$ cat config.mk
export PLATFORM = sky130hd
export DESIGN_NAME = uart_tx_stage
export DESIGN_NICKNAME = d
export VERILOG_FILES = /design/src/rtl/uart_pkg.sv /design/src/rtl/uart_tx_fifo.sv /design/src/rtl/uart_tx_stage.sv
export SDC_FILE = /design/constraint.sdc
export NUM_CORES = 1
export LEC_CHECK = 0
export BUFFER_PORTS_ARGS = -buffer_cell sky130_fd_sc_hd__buf_2
export CAP_MARGIN = 10
export CORE_MARGIN = 1
export CORE_UTILIZATION = 36
export DETAILED_ROUTE_END_ITERATION = 10
export PLACE_DENSITY = 0.59
export SYNTH_ARGS = -nofsm -noshare
export SYNTH_HDL_FRONTEND = slang
export SYNTH_SLANG_ARGS = --single-unit
$ cat constraint.sdc
create_clock -name clk -period 7.5 [get_ports clk]
set_input_delay 0.75 -clock clk [delete_from_list [all_inputs] [get_ports clk]]
set_output_delay 0.75 -clock clk [all_outputs]
set_load 0.01 [all_outputs]
$ cat src/rtl/uart_pkg.sv
// uart_pkg: shared FSM state type, register offsets and frame constants for the UART transmitter
package uart_pkg;

    localparam int          DATA_BITS  = 8;
    localparam logic [31:0] TXDATA_OFS = 32'h0000_0000;
    localparam logic [31:0] STATUS_OFS = 32'h0000_0004;

    typedef enum logic [2:0] {
        IDLE,
        START,
        DATA,
        PARITY,
        STOP
    } tx_state_e;

endpackage

$ cat src/rtl/uart_tx_fifo.sv
// uart_tx_fifo: power-of-two byte FIFO between the store port and the serialiser
module uart_tx_fifo #(
    parameter int DEPTH = 4,
    parameter int W     = 8
) (
    input  logic         clk,
    input  logic         rst,
    input  logic         push,
    input  logic         pop,
    input  logic [W-1:0] din,
    output logic [W-1:0] dout,
    output logic         full,
    output logic         empty
);

    localparam int AW = $clog2(DEPTH);

    logic [W-1:0]  mem [DEPTH];
    logic [AW-1:0] wr_ptr;
    logic [AW-1:0] rd_ptr;
    logic [AW:0]   count;

    assign full  = count == (AW + 1)'(DEPTH);
    assign empty = count == '0;
    assign dout  = mem[rd_ptr];

    // pointers wrap naturally since DEPTH is a power of two; push+pop together keeps count
    always_ff @(posedge clk or negedge rst) begin
        if (!rst) begin
            wr_ptr <= '0;
            rd_ptr <= '0;
            count  <= '0;
        end else begin
            wr_ptr <= push ? wr_ptr + 1'b1 : wr_ptr;
            rd_ptr <= pop ? rd_ptr + 1'b1 : rd_ptr;
            count  <= (push && !pop) ? count + 1'b1 : (pop && !push) ? count - 1'b1 : count;
        end
    end

    // storage needs no reset: empty/full flags gate every read
    always_ff @(posedge clk) begin
        if (push) mem[wr_ptr] <= din;
    end

endmodule

$ cat src/rtl/uart_tx_stage.sv
// uart_tx_stage: memory-mapped UART transmitter with store-stall handshake (define UART_TX_PARITY_EN for an even-parity bit)
module uart_tx_stage
    import uart_pkg::*;
#(
    parameter int          CLKS_PER_BIT = 868,
    parameter int          DEPTH        = 4,
    parameter logic [31:0] UART_BASE    = 32'h0000_0400
) (
    input  logic        clk,
    input  logic        rst,
    input  logic        memw,
    input  logic        memr,
    input  logic [31:0] addr,
    input  logic [31:0] wdata,
    output logic [31:0] rdata,
    output logic        pipe_en,
    output logic        tx,
    output logic        tx_clk,
    output logic        Ff,
    output logic        Fe,
    output logic        busy,
    output logic        done_t
);

    localparam int            CW   = (CLKS_PER_BIT > 1) ? $clog2(CLKS_PER_BIT) : 1;
    localparam logic [CW-1:0] LAST = CW'(CLKS_PER_BIT - 1);
    localparam int            BW   = $clog2(DATA_BITS);
    localparam logic [BW-1:0] LAST_BIT = BW'(DATA_BITS - 1);

    tx_state_e            state;
    tx_state_e            state_n;
    logic [CW-1:0]        cnt;
    logic [BW-1:0]        bit_idx;
    logic [DATA_BITS-1:0] sh;
    logic [DATA_BITS-1:0] dout;
    logic                 push;
    logic                 pop;
    logic                 sel_tx;
    logic                 sel_st;
    logic                 wdata_unused;
`ifdef UART_TX_PARITY_EN
    logic                 par;
`endif

    assign wdata_unused = ^wdata[31:8];
    assign sel_tx  = memw && (addr == UART_BASE + TXDATA_OFS);
    assign sel_st  = memr && (addr == UART_BASE + STATUS_OFS);
    assign push    = sel_tx && (!Ff || pop);
    assign pipe_en = !(sel_tx && Ff && !pop);
    assign rdata   = sel_st ? {29'b0, busy, Ff, Fe} : 32'b0;
    assign busy    = state != IDLE;
    assign tx_clk  = cnt == LAST;
    assign done_t  = (state == STOP) && tx_clk;

    uart_tx_fifo #(
        .DEPTH (DEPTH),
        .W     (DATA_BITS)
    ) u_fifo (
        .clk   (clk),
        .rst   (rst),
        .push  (push),
        .pop   (pop),
        .din   (wdata[DATA_BITS-1:0]),
        .dout  (dout),
        .full  (Ff),
        .empty (Fe)
    );

    // serial line driven straight from state so reset returns it to mark at once
    always_comb begin
`ifdef UART_TX_PARITY_EN
        tx = (state == START) ? 1'b0 : (state == DATA) ? sh[0] : (state == PARITY) ? par : 1'b1;
`else
        tx = (state == START) ? 1'b0 : (state == DATA) ? sh[0] : 1'b1;
`endif
    end

    // next state and FIFO pop; the last stop cycle chains straight into the next start
    always_comb begin
        state_n = state;
        pop     = 1'b0;
        case (state)
            IDLE: begin
                pop     = !Fe;
                state_n = Fe ? IDLE : START;
            end
            START:  state_n = tx_clk ? DATA : START;
`ifdef UART_TX_PARITY_EN
            DATA:   state_n = (tx_clk && bit_idx == LAST_BIT) ? PARITY : DATA;
            PARITY: state_n = tx_clk ? STOP : PARITY;
`else
            DATA:   state_n = (tx_clk && bit_idx == LAST_BIT) ? STOP : DATA;
`endif
            STOP: begin
                pop     = tx_clk && !Fe;
                state_n = !tx_clk ? STOP : Fe ? IDLE : START;
            end
            default: state_n = IDLE;
        endcase
    end

    // state, baud counter (parked at 0 in IDLE) and LSB-first shift register
    always_ff @(posedge clk or negedge rst) begin
        if (!rst) begin
            state   <= IDLE;
            cnt     <= '0;
            bit_idx <= '0;
            sh      <= '0;
        end else begin
            state <= state_n;
            cnt   <= (state == IDLE || tx_clk) ? '0 : cnt + 1'b1;
            if (pop) begin
                sh      <= dout;
                bit_idx <= '0;
            end else if (state == DATA && tx_clk) begin
                sh      <= sh >> 1;
                bit_idx <= bit_idx + 1'b1;
            end
        end
    end

`ifdef UART_TX_PARITY_EN
    // even parity captured with the byte so shifting does not disturb it
    always_ff @(posedge clk or negedge rst) begin
        if (!rst) par <= 1'b0;
        else if (pop) par <= ^dout;
    end
`endif

endmodule

Yosys cells after proc, flatten, opt, wreduce, memory -nomap -nowiden:

Memories as Yosys holds them, arrays and structs flattened.
Cells that the tools add are included.

* memories: 1
* input bits: 68
* RAM bits: 32
* output and inout port bits: 39
* register bits after elaboration: 31
* word-level logic and storage cells: 63

* reduce and logical (&&, ||, !) cells: 23
* add/subtract/negate cells: 6
* mux-type cells: 18
* equal/unequal tests: 8

Memory list
* u_fifo.mem: words 4, width 8, read ports 1, clocked after memory_dff 0, wr ports 1, RTL line uart_tx_fifo.sv:18 `logic [W-1:0] mem [DEPTH];`

Operators by type and width (count)
* 32-bit by 11-bit equality test with 1-bit output, second input constant: 2
* 3-bit 2-to-1 mux: 7
* 8-bit 2-to-1 mux: 2
* 3-bit case mux with 4 select lines: 1
* 1-bit logical AND: 11
* 10-bit by 1-bit adder with 10-bit output, second input constant: 1
* 10-bit equality test, second input constant: 1
* 10-bit 2-to-1 mux: 1
* 3-bit equality test, second input constant: 3
* 3-bit by 1-bit adder with 3-bit output, second input constant: 2
* 3-bit zero test: 2
* 1-bit zero test: 5
* 1-bit 2-to-1 mux: 5
* 2-bit by 1-bit adder with 2-bit output, second input constant: 2
* 2-bit nonzero test: 2
* 3-bit by 1-bit equality test with 1-bit output, second input constant: 1
* 3-bit by 2-bit equality test with 1-bit output, second input constant: 1
* 3-bit nonzero test: 1
* 3-bit by 1-bit subtractor with 3-bit output, second input constant: 1
* 1-bit logical OR: 2
* 2-bit 2-to-1 mux: 1
* 1-bit case mux with 2 select lines: 1

Logic depth before layout (Yosys ltp):

* depth in word-level cells: 10
* mapped depth: 12
* gate-level depth less buffers: 11

Cells and area by module:

Synthesis repeated with hierarchy kept, for this count alone.

* cells, all modules: 231
* area total of the unflattened synthesis: 3148.0 µm²

Modules (own cells, without submodules)
* uart_tx_stage: seq. area each 600.6 µm², times used 1, area an instance 1600.3 µm², cells each 155
* uart_tx_fifo: seq. area each 1136.1 µm², times used 1, area an instance 1547.7 µm², cells each 76

Worst setup path before layout:

Ideal clock, no wire load.

* kind: input port to flip-flop
* start: in addr[13]
* end: reg u_fifo.count[2]
* slack: 4905 ps
* required time: 7421 ps
* cell stages on the path: 10
* data arrival time: 2516 ps
* buffers on the path: 0
* setup time: 79 ps
* path through: nor4b_1 > nand4_1 > nor2_1 > o211a_4 > ha_1 > inv_1 > fa_1 > xor2_1 > nor2_1 > xor2_1

* longest elaborated chain between the ends: 6
* elaborated cells on any way between the ends: 8
* those cells by class: eq/ne (1); mux (1); reduce/logical (6)

Ends and longest elaborated chain
* start: declaration: RTL line uart_tx_stage.sv:13 `input logic [31:0] addr,`
* 32-bit by 11-bit equality test with 1-bit output *: RTL line uart_tx_stage.sv:46 `assign sel_tx = memw && (addr == UART_BASE + TXDATA_OFS);`
* 1-bit logical AND *: RTL line uart_tx_stage.sv:46
* 1-bit logical AND *: RTL line uart_tx_stage.sv:48 `assign push = sel_tx && (!Ff || pop);`
* via push: RTL line uart_tx_stage.sv:36 `logic push;`
* 1-bit zero test: RTL line uart_tx_fifo.sv:36 `count <= (push && !pop) ? count + 1'b1 : (pop && !push) ? count - 1'b1 : count;`
* 1-bit logical AND: RTL line uart_tx_fifo.sv:36
* 2-bit nonzero test (no line)
* end signal: assignment: RTL line uart_tx_fifo.sv:36
* end: declaration: RTL line uart_tx_fifo.sv:21 `logic [AW:0] count;`

The timed path passes the listed nets; every way through them passes the cells marked *.
A chain may end at the register's enable or synchronous reset.

Worst setup path after layout:

* start: reg cnt[2]
* end: out pipe_en

* longest elaborated chain between the ends: 6

Ends and longest elaborated chain
* start: declaration: RTL line uart_tx_stage.sv:32 `logic [CW-1:0] cnt;`
* start signal: assignment: RTL line uart_tx_stage.sv:111 `cnt <= (state == IDLE || tx_clk) ? '0 : cnt + 1'b1;`
* 10-bit equality test: RTL line uart_tx_stage.sv:52 `assign tx_clk = cnt == LAST;`
* 1-bit logical AND: RTL line uart_tx_stage.sv:95 `pop = tx_clk && !Fe;`
* 1-bit case mux with 2 select lines: RTL line uart_tx_stage.sv:82 `case (state)`
* 1-bit zero test: RTL line uart_tx_stage.sv:49 `assign pipe_en = !(sel_tx && Ff && !pop);`
* 1-bit logical AND: RTL line uart_tx_stage.sv:49
* 1-bit zero test: RTL line uart_tx_stage.sv:49
* end: declaration: RTL line uart_tx_stage.sv:16 `output logic pipe_en,`

Every way passes these cells.

==> impl_metrics.csv <==
group,metric,value,unit
status,outcome,"complete, no violations",
setup_path,startpoint_type,"register",
sta,timing.fmax,0.304,GHz
pwr,finalPower,722,µW
floorplanning,coreArea,8300,µm²
detailed_routing,viasPerCell,4.56,
sta,slew_headroom,0.438,
global_route,first_global_vias,1848,
detailed_routing,wl_per_cell,12.6,µm
floorplanning,row_count,33,
finish,diodes,0,
finish,layout.cells.non_filler,409,
pwr,ir_worst_vdd,0.000137,V
sta,fin_crit_sh,0.439,
pwr,p_leak,1.53,nW
synth,syn_area,3120,µm²
synth,synth-main-ff-cell,"edfxtp_1",
pwr,p_per_area,201,nW/µm²
floorplanning,die_h,95.0,µm
clock_tree,clockBufferDepth,2,
detailed_routing,drt_iter0_drc,66,
clock_tree,tritoncts,"yes",
floorplanning,ios,107,
detailed_routing,drt_drc_violations_left,0,
sta,min_period,3290,ps
clock_tree,cts.sinks,63,
synth,netlist_instances,243,
placed_design,dp_cells,393,
detailed_routing,wirelength,5.15,mm
placed_design,gp_congestion,0.747,
setup_path,worstPathRequired,6750,ps
finish,drive_above_1_share,0.283,
sta,tightest_slew,837,ps
clock_tree,numCtsBuffers,9,
finish,fin_nets,376,
detailed_routing,drtAntennaViolNets,0,
synth,synth_enable_flop_cells,32,
synth,yosysUniqueCellTypes,44,
detailed_routing,vias,1866,
clock_tree,ctsHoldBuffers,0,
clock_tree,cts_root_buf,"clkbuf_8",
synth,synth-async-reset-ratio,0.492,
setup_path,path_cells,"or3_4 -> o31ai_4 -> and3b_1 -> inv_1 -> nand4_1 -> buf_2",
sta,rsz0062_at_grt,"no",
sta,setup_viol_count_final,0,
sta,skew,6.02,ps
global_route,grt_max_degree,32,
min_path,hold_class,"input port to async pin",
synth,yosys_warnings,0,
floorplanning,start_util,0.375,
sta,final.setup.tns,0,ps
sta,maxSlewViolCount,0,
placed_design,post-dp-hpwl,3.63,mm
clock_tree,cts_max_level,3,
clock_tree,post_cts_buffers,0,
global_route,grt_antenna_before_repair,0,
floorplanning,die_area,9030,µm²
run,drv_cap,0,
setup_path,slowest_stage,"and3b_1",
setup_path,cp.arrival,2540,ps
global_route,grt_first_pass_wirelength,8.71,mm
setup_path,crit_fanout,19,
setup_path,crit_path_end_kind,"primary output",
synth,synth_seq_cells,63,
setup_path,crit_type,"register to primary output",
finish,area_growth,15.1,%
floorplanning,die_x,95.0,µm
detailed_routing,drt_pass1_iterations,3,
clock_tree,cts.repair.resized,0,
synth,avgSynthCellArea,12.8,µm²
sta,timing_hold_violations_final,0,
clock_tree,clkTransAtPathRegs,70,ps
setup_path,reg2reg_depth,10,
setup_path,slowest_delay,610,ps
placed_design,portBuffers,53,
clock_tree,clock_latency,340,ps
global_route,grt_usage,0.131,
global_route,grt-ovfl-total,0,
synth,synth-seq-area-share,0.557,
==> layout by cell type (no fill, tap or decap), types with 2 or more instances in the layout <==
cell type  count
a21o_1         3
a22o_1         3
and2_1         4
and3_1         2
buf_2         53
bufinv_16      2
clkbuf_8       9
clkinv_4       2
conb_1        29
dfrtp_1       31
edfxtp_1      32
ha_1           8
inv_1          8
inv_6          3
mux2i_1        7
mux4_2         8
nand2_1       14
nand3_1        5
nand4_1        3
nor2_1        23
nor2b_1        3
nor3_1         6
nor4_1         8
o21ai_0        5
or2_2          2
xnor2_1       10
xor2_1         4
==> cell usage after synthesis, drive strengths merged, types with 3 or more instances <==
library cell	instances	share of area
a22o	3	0.0084
xnor2	10	0.028
xor2	4	0.011
dfrtp	31	0.25
nor2	23	0.028
nand3	5	0.0080
nand2	14	0.017
nand4	3	0.0060
ha	8	0.032
nor3	6	0.0096
buf	33	0.080
mux2i	7	0.022
inv	8	0.0096
and2	4	0.0080
nor4	9	0.023
a21o	3	0.0072
edfxtp	32	0.31
clkbuf	3	0.0036
o21ai	6	0.0096
nor2b	3	0.0060
mux4	8	0.058
==> layout make-up <==
cell class	count	area [µm²]
sequential	63	1740
clock buffer	9	124
inverter	8	30.0
tap	105	131
clock inverter	7	104
fill	768	4710
multi-input combinational	164	1190
timing repair buffer	53	265
==> report_power, final <==
part           switching [mW]  internal (mW)  total [mW]
logic                  0.0148        0.00855      0.0234
clock network           0.144          0.192       0.335
registers      0.000000000555          0.363       0.363
total                   0.158          0.564       0.722
==> through the flow <==
stage,hold slack [ps],setup WS (ps),utilization,cell area [µm²]
global route,491,3930,0.432,3580
finish,450,4210,0.432,3580
global placement,463,4400,0.404,3360
floorplan,449,4900,-,3220
CTS,454,4130,0.432,3580
detailed placement,474,4320,0.404,3360
==> metal layers <==
layer,vias to the layer above,routed length (µm),global-route usage
met4,0,44,0.0417
met3,4,190,0.0534
met1,897,2340,0.156
met5,-,0,0
li1,921,-,-
met2,44,2580,0.215
==> critical path: cells and delay by family, from the launching register on <==
kind	cells	cell delay (ps)
AND/OR/NAND/NOR	3	1190
flip-flops	1	420
buffers and inverters	2	360
AO/OA/AOI/OAI	1	230
==> state kept, by name, indices dropped and copies added, names as in the netlist <==
signal,flops
sh,8
u_fifo.count,3
u_fifo.rd_ptr,2
state,3
u_fifo.mem,32
bit_idx,3
cnt,10
u_fifo.wr_ptr,2
==> cells by family (layout without fill, tap and decap cells) <==
logic type	after synthesis	after routing	share of synthesized area
and+or+nand+nor	78	78	0.137
other	1	29	0.00120
DFF	63	63	0.557
muxes	17	17	0.0888
AOI/OAI and AO/OA	17	17	0.0450
adders and majority gates	9	9	0.0386
buffers and inverters	44	77	0.0932
xor gates and xnor gates	14	14	0.0394
==> worst paths after layout <==
path	startpoint	to	slack (ps)
min in group clk	sh[4]	sh[4]	480
max in group asynchronous	rst	cnt[1]	6610
worst min-delay path	rst	cnt[4]	450
worst max register to register	cnt[2]	u_fifo.count[2]	4370
worst min register to register	sh[4]	sh[4]	480
worst max-delay path	cnt[2]	pipe_en	4210
Power figures use the tool's default switching activity.
